File: src/rtl/alusrcb_stage_if.sv
`default_nettype none
// +--------------------------------------------------------------------------
// | alusrcb_stage_if : operand-B handshake bundle (decode side in, ALU side out)
// | Revision: 1.0
// +--------------------------------------------------------------------------
interface alusrcb_stage_if #(
  parameter int WIDTH = 16,
  parameter int IMM_S = 5,
  parameter int IMM_L = 8
);
  logic             in_valid;
  logic             in_ready;
  logic [2:0]       sel;
  logic [WIDTH-1:0] b;
  logic [IMM_S-1:0] imm_s;
  logic [IMM_L-1:0] imm_l;
  logic             out_valid;
  logic             out_ready;
  logic [WIDTH-1:0] out_data;
  logic [2:0]       out_sel;

  modport master (
    output in_valid, sel, b, imm_s, imm_l, out_ready,
    input  in_ready, out_valid, out_data, out_sel
  );

  modport slave (
    input  in_valid, sel, b, imm_s, imm_l, out_ready,
    output in_ready, out_valid, out_data, out_sel
  );
endinterface
`default_nettype wire

File: src/rtl/alusrcb_stage.sv
`default_nettype none
// +--------------------------------------------------------------------------
// | alusrcb_stage : operand-B source select + immediate generation into a
// | 2-entry skid buffer. Optional transfer counter: ALUSRCB_PERF_EN.
// | Revision: 1.0
// +--------------------------------------------------------------------------
module alusrcb_stage #(
  parameter int WIDTH  = 16,
  parameter int IMM_S  = 5,
  parameter int IMM_L  = 8,
  parameter int SHIFT  = 1,
  parameter int PC_INC = 2
) (
  input  logic              clk,
  input  logic              rst_n,
  input  logic              flush,
  alusrcb_stage_if.slave    bus,
  output logic [15:0]       perf_cnt
);

  // Extension is done at a width that always covers every field, then cut to WIDTH.
  localparam int c_EXTW = WIDTH + IMM_S + IMM_L + SHIFT;

  typedef enum logic [1:0] {
    ST_EMPTY = 2'd0,
    ST_ONE   = 2'd1,
    ST_FULL  = 2'd2
  } state_t;

  state_t           state_q, state_d;
  logic [WIDTH-1:0] head_data_q, head_data_d;
  logic [2:0]       head_sel_q, head_sel_d;
  logic [WIDTH-1:0] skid_data_q, skid_data_d;
  logic [2:0]       skid_sel_q, skid_sel_d;

  logic [WIDTH-1:0] w_src;
  logic             w_in_ready;
  logic             w_push;
  logic             w_pop;

  always_comb begin
    w_src = '0;
    case (bus.sel)
      3'd0:    w_src = bus.b;
      3'd1:    w_src = WIDTH'(PC_INC);
      3'd2:    w_src = WIDTH'({{(c_EXTW-IMM_S){bus.imm_s[IMM_S-1]}}, bus.imm_s});
      3'd3:    w_src = WIDTH'({{(c_EXTW-IMM_S){1'b0}}, bus.imm_s});
      3'd4:    w_src = WIDTH'({{(c_EXTW-IMM_L){bus.imm_l[IMM_L-1]}}, bus.imm_l} << SHIFT);
      3'd5:    w_src = WIDTH'({{(c_EXTW-IMM_L){bus.imm_l[IMM_L-1]}}, bus.imm_l});
      3'd6:    w_src = WIDTH'({{(c_EXTW-IMM_L){1'b0}}, bus.imm_l});
      default: w_src = '0;
    endcase
  end

  // Both handshake outputs decode registered state only; nothing from out_ready.
  assign w_in_ready    = (state_q != ST_FULL);
  assign bus.in_ready  = w_in_ready;
  assign bus.out_valid = (state_q != ST_EMPTY);
  assign bus.out_data  = head_data_q;
  assign bus.out_sel   = head_sel_q;

  assign w_push = bus.in_valid & w_in_ready;
  assign w_pop  = bus.out_valid & bus.out_ready;

  always_comb begin
    state_d     = state_q;
    head_data_d = head_data_q;
    head_sel_d  = head_sel_q;
    skid_data_d = skid_data_q;
    skid_sel_d  = skid_sel_q;
    case (state_q)
      ST_EMPTY: begin
        if (w_push) begin
          head_data_d = w_src;
          head_sel_d  = bus.sel;
          state_d     = ST_ONE;
        end
      end
      ST_ONE: begin
        if (w_push && !w_pop) begin
          skid_data_d = w_src;
          skid_sel_d  = bus.sel;
          state_d     = ST_FULL;
        end else if (w_push && w_pop) begin
          head_data_d = w_src;
          head_sel_d  = bus.sel;
        end else if (w_pop) begin
          state_d = ST_EMPTY;
        end
      end
      ST_FULL: begin
        if (w_pop) begin
          head_data_d = skid_data_q;
          head_sel_d  = skid_sel_q;
          state_d     = ST_ONE;
        end
      end
      default: state_d = ST_EMPTY;
    endcase
    // Flush only drops occupancy; stale data left in the registers is never shown.
    if (flush) begin
      state_d = ST_EMPTY;
    end
  end

  always_ff @(posedge clk or negedge rst_n) begin
    if (!rst_n) begin
      state_q     <= ST_EMPTY;
      head_data_q <= '0;
      head_sel_q  <= '0;
      skid_data_q <= '0;
      skid_sel_q  <= '0;
    end else begin
      state_q     <= state_d;
      head_data_q <= head_data_d;
      head_sel_q  <= head_sel_d;
      skid_data_q <= skid_data_d;
      skid_sel_q  <= skid_sel_d;
    end
  end

`ifdef ALUSRCB_PERF_EN
  logic [15:0] perf_q;

  always_ff @(posedge clk or negedge rst_n) begin
    if (!rst_n) begin
      perf_q <= 16'h0000;
    end else if (w_push && !flush && (perf_q != 16'hFFFF)) begin
      perf_q <= perf_q + 16'd1;
    end
  end

  assign perf_cnt = perf_q;
`else
  assign perf_cnt = 16'h0000;
`endif

endmodule
`default_nettype wire

File: src/flat_wrapper.sv
// flat-port wrapper written by rule: the top's interface ports become plain ports
module alusrcb_stage_flat 
#(
  parameter int WIDTH  = 16,
  parameter int IMM_S  = 5,
  parameter int IMM_L  = 8,
  parameter int SHIFT  = 1,
  parameter int PC_INC = 2
)
  (clk, rst_n, flush, perf_cnt, bus_in_valid, bus_sel, bus_b, bus_imm_s, bus_imm_l, bus_out_ready, bus_in_ready, bus_out_valid, bus_out_data, bus_out_sel);
  alusrcb_stage_if #(.WIDTH(WIDTH), .IMM_S(IMM_S), .IMM_L(IMM_L)) bus_i ();
  input  logic clk;
  input  logic rst_n;
  input  logic flush;
  output logic [15:0] perf_cnt;
  input wire logic [$bits(bus_i.in_valid)-1:0] bus_in_valid;
  input wire logic [$bits(bus_i.sel)-1:0] bus_sel;
  input wire logic [$bits(bus_i.b)-1:0] bus_b;
  input wire logic [$bits(bus_i.imm_s)-1:0] bus_imm_s;
  input wire logic [$bits(bus_i.imm_l)-1:0] bus_imm_l;
  input wire logic [$bits(bus_i.out_ready)-1:0] bus_out_ready;
  output wire logic [$bits(bus_i.in_ready)-1:0] bus_in_ready;
  output wire logic [$bits(bus_i.out_valid)-1:0] bus_out_valid;
  output wire logic [$bits(bus_i.out_data)-1:0] bus_out_data;
  output wire logic [$bits(bus_i.out_sel)-1:0] bus_out_sel;
  assign bus_i.in_valid = bus_in_valid;
  assign bus_i.sel = bus_sel;
  assign bus_i.b = bus_b;
  assign bus_i.imm_s = bus_imm_s;
  assign bus_i.imm_l = bus_imm_l;
  assign bus_i.out_ready = bus_out_ready;
  assign bus_in_ready = bus_i.in_ready;
  assign bus_out_valid = bus_i.out_valid;
  assign bus_out_data = bus_i.out_data;
  assign bus_out_sel = bus_i.out_sel;
  alusrcb_stage #(.WIDTH(WIDTH), .IMM_S(IMM_S), .IMM_L(IMM_L), .SHIFT(SHIFT), .PC_INC(PC_INC)) u_core (.clk(clk), .rst_n(rst_n), .flush(flush), .bus(bus_i), .perf_cnt(perf_cnt));
endmodule
File: config.mk
export PLATFORM = sky130hd
export DESIGN_NAME = alusrcb_stage_flat
export DESIGN_NICKNAME = d
export VERILOG_FILES = /design/src/rtl/alusrcb_stage_if.sv /design/src/rtl/alusrcb_stage.sv /design/src/flat_wrapper.sv
export SDC_FILE = /design/constraint.sdc
export NUM_CORES = 1
export LEC_CHECK = 0
export ABC_CLOCK_PERIOD_IN_PS = 2300
export CELL_PAD_IN_SITES_DETAIL_PLACEMENT = 1
export CELL_PAD_IN_SITES_GLOBAL_PLACEMENT = 2
export CORE_MARGIN = 2
export CORE_UTILIZATION = 29
export DETAILED_ROUTE_END_ITERATION = 12
export PLACE_DENSITY = 0.95
export SYNTH_ARGS = -nofsm -noshare
export SYNTH_HDL_FRONTEND = slang
export SYNTH_SLANG_ARGS = --single-unit
File: constraint.sdc
create_clock -name clk -period 2.3 [get_ports clk]
set_input_delay 0.46 -clock clk [delete_from_list [all_inputs] [get_ports clk]]
set_output_delay 0.46 -clock clk [all_outputs]
set_load 0.03 [all_outputs]
### Word-level counts from Yosys, hierarchy flattened

Cells that the tools add are included.

| storage, ports and cells | value |
|---|---|
| input port bits | 37 |
| register bits after elaboration | 40 |
| word-level logic and storage cells | 52 |
| output and inout port bits | 37 |

| operators by class | value |
|---|---|
| mux-type cells | 18 |
| reductions and logical operators | 10 |
| bitwise logic cells | 2 |
| eq/ne operators | 17 |

Operator list:

| cell | number |
|---|---|
| one-hot mux 16 bit (7 select lines) | 1 |
| 2-to-1 mux 16 bit | 4 |
| one-hot mux 16 bit (3 select lines) | 1 |
| 2-to-1 mux 2 bit | 6 |
| 2-to-1 mux 3 bit | 4 |
| == test 3 bit (second input constant) | 3 |
| one-hot mux 3 bit (3 select lines) | 1 |
| == test 3 x 2 -> 1 bit (second input constant) | 2 |
| != test 2 x 1 -> 1 bit (second input constant) | 3 |
| != test 3 x 2 -> 1 bit (second input constant) | 2 |
| one-hot mux 2 bit (3 select lines) | 1 |
| AND reduction 5 bit | 1 |
| != test 2 bit (second input constant) | 2 |
| != test 4 x 2 -> 1 bit (second input constant) | 1 |
| != test 4 x 3 -> 1 bit (second input constant) | 1 |
| AND reduction 4 bit | 1 |
| == test 3 x 1 -> 1 bit (second input constant) | 1 |
| logical NOT 3 bit | 1 |
| nonzero test 3 bit | 1 |
| bitwise AND 1 bit | 2 |
| == test 2 x 1 -> 1 bit (second input constant) | 1 |
| == test 2 bit (second input constant) | 1 |
| logical AND 1 bit | 2 |
| logical NOT 2 bit | 1 |
| other kinds (3) | 3 |

### Logic depth before layout (Yosys ltp)

| logic depth | value |
|---|---|
| word-level depth | 7 |
| mapped depth | 7 |
| gate-level depth less buffers | 5 |

### Worst setup path after synthesis

Ideal clock, no wire load.

| timing path | value |
|---|---|
| kind | register -> output |
| start point | register u_core.state_q[0] |
| end point | output port bus_out_valid |
| arrival time | 0.997 ns |
| buffers on the path | 1 |
| data required time | 1.840 ns |
| stages on the path, launching flop included | 3 |
| slack | 0.843 ns |
| cell sequence | dfrtp_1 > clkbuf_1 > or2_2 |

| between the ends | value |
|---|---|
| word-level cells in the longest chain between the ends | 1 |

RTL lines:

| what | line | text |
|---|---|---|
| from (decl) | alusrcb_stage.sv:30 | `state_t state_q, state_d;` |
| from (signal assigned) | alusrcb_stage.sv:114 | `state_q <= state_d;` |
| nonzero test 2 bit | alusrcb_stage.sv:58 | `assign bus.out_valid = (state_q != ST_EMPTY);` |
| to (decl) | flat_wrapper.sv:23 | `output wire logic [$bits(bus_i.out_valid)-1:0] bus_out_valid;` |

No other way between the ends.

### Worst setup path in the final report

| timing path | value |
|---|---|
| start point | register u_core.state_q[1] |
| end point | output port bus_in_ready |

| between the ends | value |
|---|---|
| word-level cells in the longest chain between the ends | 1 |

RTL lines:

| what | line | text |
|---|---|---|
| != test 2 bit | alusrcb_stage.sv:56 | `assign w_in_ready = (state_q != ST_FULL);` |
| to (decl) | flat_wrapper.sv:22 | `output wire logic [$bits(bus_i.in_ready)-1:0] bus_in_ready;` |

No other way between the ends.

==> flow_summary.yaml <==
run_status:
  status: "finished, final reports clean"
finish:
  n_antenna_cell: 0
  final_util: 0.384
  final_cell_mix: "clkdlybuf4s50_1 (56), nand2_1 (53), dfrtp_1 (39), o21ai_1 (30)"
  nets: 384
  multi_input_area_um2: 1210
  layout-drive-gt1-share: 0.115
  n_fill_cell: 976
  area_growth_pct: 28.6
  final_area_um2: 3150
  finalNonFillerCells: 453
  seq_area_um2: 1000
  final_common_cell: "clkdlybuf4s50_1"
worst_setup_path:
  reg2reg_depth: 4
  crit_path_end_kind: "primary output"
  crit_required_ns: 1.84
  worst-setup-path-type: "reg2out"
  cp_max_fo: 9
  r2r_end: "u_core.bus.out_data[0]$_DFFE_PN0P_"
  timing.rr.start: "u_core.state_q[1]$_DFFE_PN0P_"
  critPathArrivalTime_ns: 1.69
  startpoint_type: "flip-flop"
  reg2reg_slack_ns: 0.72
placement:
  place_inst: 445
  io_buffers: 57
  hpwl_um: 5300
  gp_congestion: 0.779
  place_area_um2: 3030
  pre_cts_slack_ns: 0.150
timing:
  slew-limit-headroom: 0.627
  fin_crit_sh: 0.933
  finalHoldViolCount: 0
  fin_tns_setup_ns: 0
  period_needed_ns: 2.15
  max_freq_ghz: 0.466
  fin_worst_skew_ns: 0.00462
  holdWs_ns: 0.109
  setup_viol: 0
  tightest_slew_ns: 0.559
  setup_slack_ns: 0.154
  slew_viol_final: 0
  rsz0062_at_grt: "no"
synthesis:
  ys_ff_latch: 40
  synth_top_area_cell: "dfrtp_1"
  synthDistinctLibCells: 39
  synth_cells: 290
  synth.top_cell.area_share: 0.408
  syn_avg_cell_area_um2: 8.46
  yosys-top-cells-area: "dfrtp_1 (41%), nand2_1 (8.1%), o21ai_1 (6.1%), buf_4 (5.8%), buf_6 (4.1%)"
  synth_area_um2: 2450
  yosys_warnings: 0
  ys_seq_area_frac: 0.408
power:
  finalPower_mw: 2.21
  vdd_drop_max_v: 0.000199
  p_per_area_nw_per_um2: 700
  p_leak_nw: 1.34
worst_hold_path:
  hold_path_class: "in2async"
clock_network:
  cts_made_buffers: 5
  h-tree-depth: 2
  cts-root-buf: "clkbuf_8"
  clockBufferDepth: 2
  cts.sinks: 40
  tritoncts: "done"
  insertion_delay_ns: 0.29
  clk_pin_slew_worst_paths_ns: 0.08
floorplanning:
  die_height_um: 96.0
  num_rows: 33
  die_w_um: 96.0
  dieArea_um2: 9210
  ios: 74
  coreArea_um2: 8220
  initial_core_util: 0.298
routing:
  antenna_left: 0
  wire_per_inst_um: 15.4
  remaining_drc_errors: 0
  dr.pass1.iters: 5
  vias: 2215
  drt_iter0_drc: 68
  wl_um: 6980
  viasPerCell: 4.89
global_routing:
  met3_usage: 0.0172
  use_met1: 0.196
  grt_max_degree: 26
  top_usage_layer: "met2"
  track_usage: 0.162
  grt_overflow: 0
  grtUsageMet2: 0.297
  grt_pass1_vias: 2435
  antenna_found_initial: 0
  grt_pass1_wl_um: 11700
flow_run:
  drv_cap: 0
[flip-flops by register name (all words and copies together) (netlist names)]
name                 flops
u_core.skid_sel_q        3
u_core.bus.out_sel       3
u_core.bus.out_data     16
u_core.skid_data_q      16
u_core.state_q           2
[cells in the mapped netlist, drive strengths merged]
| cell type | n |
|---|---|
| nand2b | 17 |
| nor3b | 7 |
| nand3 | 7 |
| a21boi | 1 |
| nor3 | 8 |
| o21a | 2 |
| a22o | 1 |
| buf | 34 |
| and2 | 1 |
| mux2i | 4 |
| nor2b | 4 |
| nand2 | 53 |
| inv | 4 |
| a21oi | 18 |
| o22ai | 10 |
| or2 | 4 |
| nand3b | 4 |
| a31oi | 4 |
| nor2 | 12 |
| conb | 1 |
| o21ai | 46 |
| o311ai | 3 |
| dfrtp | 40 |
| clkbuf | 1 |
| and3b | 1 |
| nor4 | 1 |
| a211oi | 2 |
[worst max-delay path, stage by stage, from the launching register on]
cell and delay (ns):
dfrtp_2 0.47, nor2b_1 0.19, inv_4 0.07, clkdlybuf4s50_1 0.66
[where the power goes]
part / internal (mW) / switching [mW] / total [mW]
logic: 0.277 / 0.383 / 0.660
registers: 0.834 / 0.0800 / 0.914
clock network: 0.383 / 0.250 / 0.633
total: 1.49 / 0.713 / 2.21
[final cells by class]
cell class,count,area share
Inverter,4,0.00556
Clock buffer,7,0.0306
Timing Repair Buffer,70,0.210
Clock inverter,1,0.00952
Tap cell,105,0.0417
Multi-Input combinational cell,226,0.385
Sequential cell,40,0.318
[metal layers]
metal,vias up,routed length [µm],part of all wire
met4,0,93,0.013
met3,7,242,0.035
met5,-,0,0
met2,56,3550,0.51
li1,1079,-,-
met1,1073,3090,0.44
[logic make-up (layout without fill, tap and decap cells)]
family	Yosys count	in the layout	share of synthesized area
compound gates	87	87	0.210
mux	4	4	0.0163
other cells	1	16	0.00153
flops	40	40	0.408
simple gates	119	119	0.243
buf+inv	39	82	0.120
[how the worst max path moves through the flow]
stage	from	endpoint	slack [ns]	cells after the start
after floorplan	u_core.state_q[0]$_DFFE_PN0P_	bus_out_valid	0.84	2
after global placement	bus_out_ready	u_core.bus.out_data[0]$_DFFE_PN0P_	0.20	5
after detailed placement	bus_out_ready	u_core.bus.out_data[0]$_DFFE_PN0P_	0.15	5
after CTS	u_core.state_q[1]$_DFFE_PN0P_	bus_in_ready	0.06	3
after global routing	u_core.state_q[1]$_DFFE_PN0P_	bus_in_ready	0.07	3
final	u_core.state_q[1]$_DFFE_PN0P_	bus_in_ready	0.15	3
[timing repair]
action | 4_1_cts | 5_1_grt
hold buffers | 0 | 0
setup endpoints to repair | 0 | 1
resized for setup | 0 | 1
setup buffers | 0 | 0
No activity file was read; power rests on OpenSTA's default activity.
